==> config.mk <==
export PLATFORM = sky130hd
export DESIGN_NAME = memory_arbiter
export DESIGN_NICKNAME = d
export VERILOG_FILES = /design/src/rtl/memory_arbiter.sv
export SDC_FILE = /design/constraint.sdc
export NUM_CORES = 1
export LEC_CHECK = 0
export BUFFER_PORTS_ARGS = -buffer_cell sky130_fd_sc_hd__buf_2
export CAP_MARGIN = 40
export CORE_AREA = 2 2 139 141
export DETAILED_ROUTE_END_ITERATION = 8
export DIE_AREA = 0 0 141 143
export SETUP_SLACK_MARGIN = 0.4
export SLEW_MARGIN = 20
export SYNTH_ARGS = -nofsm -noshare
export SYNTH_HDL_FRONTEND = slang
export SYNTH_SLANG_ARGS = --single-unit
==> constraint.sdc <==
create_clock -name clk -period 2.9 [get_ports clk]
set_input_delay 0.58 -clock clk [delete_from_list [all_inputs] [get_ports clk]]
set_output_delay 0.58 -clock clk [all_outputs]
set_load 0.02 [all_outputs]
==> src/rtl/memory_arbiter.sv <==
// Shares one single-ported memory between the ifetch and load/store ports.
// Define ARB_ROUND_ROBIN_EN for round-robin; default is data-first with starvation guard.
module memory_arbiter #(
    parameter int STARVE_LIMIT = 4
) (
    input  logic        clk,
    input  logic        reset,
    input  logic        i_req,
    input  logic [31:0] i_addr,
    output logic        i_gnt,
    output logic        i_rvalid,
    output logic [31:0] i_rdata,
    input  logic        d_req,
    input  logic        d_we,
    input  logic [31:0] d_addr,
    input  logic [31:0] d_wdata,
    input  logic [31:0] d_mask,
    output logic        d_gnt,
    output logic        d_rvalid,
    output logic [31:0] d_rdata,
    output logic [31:0] read_memory_address,
    input  logic [31:0] read_memory_data,
    output logic [31:0] write_memory_address,
    output logic [31:0] write_memory_data,
    output logic [31:0] write_memory_mask,
    output logic        memory_write_enable
);

    typedef enum logic [1:0] {
        IDLE,
        RD_I,
        RD_D
    } state_t;

    state_t      state;
    logic [31:0] raddr_q;
    logic [31:0] waddr_q;
    logic [31:0] wdata_q;
    logic [31:0] wmask_q;
    logic        i_win;
    logic        d_rd;
    logic        d_wr;

`ifdef ARB_ROUND_ROBIN_EN
    // Set when ifetch holds the most recent grant; reset state lets data win first.
    logic i_last;

    assign i_win = !i_last;

    always_ff @(posedge clk or negedge reset) begin
        if (!reset) begin
            i_last <= 1'b1;
        end else if (i_gnt) begin
            i_last <= 1'b1;
        end else if (d_gnt) begin
            i_last <= 1'b0;
        end
    end
`else
    localparam int CW = $clog2(STARVE_LIMIT + 1);

    logic [CW-1:0] starve_cnt;

    assign i_win = (starve_cnt == CW'(STARVE_LIMIT));

    always_ff @(posedge clk or negedge reset) begin
        if (!reset) begin
            starve_cnt <= '0;
        end else if (!i_req || i_gnt) begin
            starve_cnt <= '0;
        end else if (!i_win) begin
            starve_cnt <= starve_cnt + 1'b1;
        end
    end
`endif

    always_comb begin
        i_gnt = reset && i_req && (!d_req || i_win);
        d_gnt = reset && d_req && (!i_req || !i_win);
        d_rd  = d_gnt && !d_we;
        d_wr  = d_gnt && d_we;
    end

    always_comb begin
        read_memory_address = raddr_q;
        if (i_gnt) begin
            read_memory_address = i_addr;
        end else if (d_rd) begin
            read_memory_address = d_addr;
        end
    end

    assign write_memory_address = d_wr ? d_addr  : waddr_q;
    assign write_memory_data    = d_wr ? d_wdata : wdata_q;
    assign write_memory_mask    = d_wr ? d_mask  : wmask_q;
    assign memory_write_enable  = d_wr;

    assign i_rvalid = (state == RD_I);
    assign d_rvalid = (state == RD_D);
    assign i_rdata  = read_memory_data;
    assign d_rdata  = read_memory_data;

    always_ff @(posedge clk or negedge reset) begin
        if (!reset) begin
            state   <= IDLE;
            raddr_q <= '0;
            waddr_q <= '0;
            wdata_q <= '0;
            wmask_q <= '0;
        end else begin
            raddr_q <= read_memory_address;
            waddr_q <= write_memory_address;
            wdata_q <= write_memory_data;
            wmask_q <= write_memory_mask;
            if (i_gnt) begin
                state <= RD_I;
            end else if (d_rd) begin
                state <= RD_D;
            end else begin
                state <= IDLE;
            end
        end
    end

endmodule
==> impl_metrics.json <==
{
  "cp.required_ns": 2.32,
  "drt_first_pass_iters": 4,
  "antenna_found_initial": 2,
  "end_kind": "output pin",
  "whs_ns": 0.250,
  "fillers": 1553,
  "stdcell_area_um2": 9740,
  "portBuffers": 265,
  "timing.fmax_mhz": 353,
  "postSynthAreaPerCell_um2": 12.5,
  "grt-ovfl-total": 0,
  "drtIter0Drc": 222,
  "drive_gt1_frac": 0.670,
  "leakagePower_nw": 4.59,
  "synth-compound-area-share": 0.0643,
  "track_usage": 0.208,
  "dp_hpwl_um": 14100,
  "htreeDepth": 4,
  "synth_cell_type_count": 26,
  "clock_latency_ns": 0.42,
  "drc_errors": 0,
  "drt_wl_total_um": 22200,
  "critPathKind": "register to output pin",
  "cts_buffer_depth": 2,
  "ioPinCount": 362,
  "finClkSkew_ns": 0.0114,
  "synth_seq_cells": 133,
  "cts_tree": "done",
  "die_h_um": 143,
  "synth_top_cell_area_share": 0.552,
  "setup_viol": 0,
  "synthMuxAreaShare": 0.179,
  "cts_sinks": 133,
  "fin_util": 0.524,
  "start_kind": "register",
  "worst_pin_slew_ns": 0.701,
  "grt_max_degree": 54,
  "clockRootBuffer": "clkbuf_16",
  "dpl_cell_area_um2": 7240,
  "die_w_um": 141,
  "synth_xor_area_frac": 0,
  "design.die.area_um2": 20200,
  "slew_viol_final": 0,
  "avgViaCountPerCell": 4.95,
  "ant_nets": 0,
  "synth_top_area_cell": "dfrtp_1",
  "final_net_count": 911,
  "netlist_instances": 484,
  "wl_per_cell_um": 22.4,
  "max-cap-violations": 0,
  "grt_pass1_vias": 5136,
  "period_minus_slack_ns": 2.83,
  "clkSlewWorstSetupHoldPaths_ns": 0.06,
  "ys_seq_area_frac": 0.552,
  "finalHoldViolCount": 0,
  "syn-num-nets": 651,
  "worstPathArrival_ns": 2.25,
  "synthTopCellsByArea": "dfrtp_1, mux2_2, buf_4, mux2_1, or3b_1",
  "max-slew-margin-rel": 0.532,
  "instances_no_fill": 991,
  "power.density_nw_per_um2": 673,
  "fin_crit_sh": 0.977,
  "rows": 50,
  "diodes": 0,
  "grt_first_pass_wirelength_um": 30900,
  "hp-class": "input port to async pin",
  "fin_tns_setup_ns": 0,
  "outcome": "complete, no violations",
  "gp_congestion": 0.824,
  "vias": 4907,
  "core_um2": 18600,
  "synthAdderAreaFrac": 0.00415,
  "syn_area_um2": 6030,
  "initial_utilization": 0.325,
  "crit_path_max_fanout": 7,
  "ys_warn_count": 0,
  "synthSimpleGateAreaFrac": 0.0909,
  "numCtsBuffers": 17,
  "ir_drop_mv": 0.437,
  "dp.cells": 904,
  "synth_top_family_by_area": "multiplexers",
  "rsz0062_at_grt": "yes",
  "area_growth_pct": 61.6
}
==> layout make-up <==
class,instances,area [um^2],share of cell area
tap,234,293,0.0301
clock inverter,15,138,0.0141
inverter,4,22.5,0.00231
clock buffer,17,425,0.0437
sequential,133,3330,0.342
multi-input combinational,253,2780,0.285
timing repair buffer,335,2760,0.283
==> worst paths after layout <==
path	depth (start not counted)	from	endpoint	slack, ns
worst min-delay path	2	reset	wdata_q[9]	0.25
worst max-delay path	10	starve_cnt[1]	write_memory_mask[12]	0.07
worst min register to register	1	wmask_q[23]	wmask_q[23]	0.49
worst max register to register	12	starve_cnt[1]	raddr_q[11]	0.69
max in group asynchronous	3	reset	raddr_q[10]	1.49
min in group clk	2	d_mask[25]	wmask_q[25]	0.40
==> through the flow <==
| step | setup WS, ns | total power, mW |
|---|---|---|
| floorplan | 0.455 | 3.34 |
| global placement | 0.239 | 3.81 |
| detailed placement | 0.209 | 3.83 |
| CTS | 0.0526 | 6.49 |
| global route | 0.0277 | 6.85 |
| finish | 0.0675 | 6.55 |
==> logic make-up (layout without fill, tap and decap cells) <==
group,count (synthesis),after routing
compound gates,68,68
fa+ha+maj,2,2
buf+inv,102,371
flops,133,133
mux,96,96
simple gates,83,87
==> where the power goes <==
group          internal [mW]  switching (mW)  total (mW)
combinational           1.10            1.13        2.22
clock                   1.13           0.918        2.05
sequential              2.19          0.0907        2.28
==> synthesized netlist by cell type <==
master,instances
nand3b_1,1
inv_1,4
a21boi_1,1
or3b_1,32
a21boi_0,2
and3_1,1
or3_1,2
nand4_1,1
a31oi_1,32
nand2b_1,1
o21ai_0,33
ha_1,2
or2_1,1
clkbuf_1,17
and3_4,1
mux2_1,36
nor3_1,33
dfrtp_1,133
nand2_1,3
buf_2,12
buf_6,1
nor2_1,2
mux2_2,60
buf_4,68
nand3_1,3
nor2b_1,2
==> what timing repair did <==
action                     CTS  global route
gates resized for setup    276            58
pin swaps                   25            23
gates cloned                12             3
buffers inserted            30             9
setup endpoints to repair  130           130
hold buffers                 1             0
hold endpoints to repair     8             0
==> cells in the final DEF (no fill, tap or decap), drive strengths merged <==
cell type / count
nand2b: 1
mux2: 96
clkinvlp: 4
or3b: 32
nor2b: 2
nor2: 2
nand4: 1
nor3: 33
nand2: 3
a21boi: 3
o21ai: 33
ha: 2
or2: 1
nand3: 3
inv: 12
clkbuf: 18
or3: 2
clkinv: 3
a31oi: 32
dlygate4sd3: 1
dfrtp: 133
and3: 6
nand3b: 1
buf: 333
==> state kept, by name, summed over array words and instances, names as in the netlist <==
signal / cells
wmask_q: 32
wdata_q: 32
raddr_q: 32
state: 2
starve_cnt: 3
waddr_q: 32
==> metal layers <==
layer	part of all wire	track usage	up-vias
met1	0.34	0.212	2392
met3	0.091	0.0872	49
met4	0.034	0.0832	2
met5	0.00032	0	-
met2	0.53	0.379	272
li1	-	-	2192
==> critical path, stage by stage, from the launching register on <==
cell and delay, ns:
dfrtp_1 0.39, inv_2 0.07, ha_4 0.18, nand3_2 0.07
nand4_1 0.12, buf_6 0.16, buf_12 0.14, buf_12 0.12
buf_8 0.13, mux2_4 0.31, buf_6 0.14
Power figures use the tool's default switching activity.
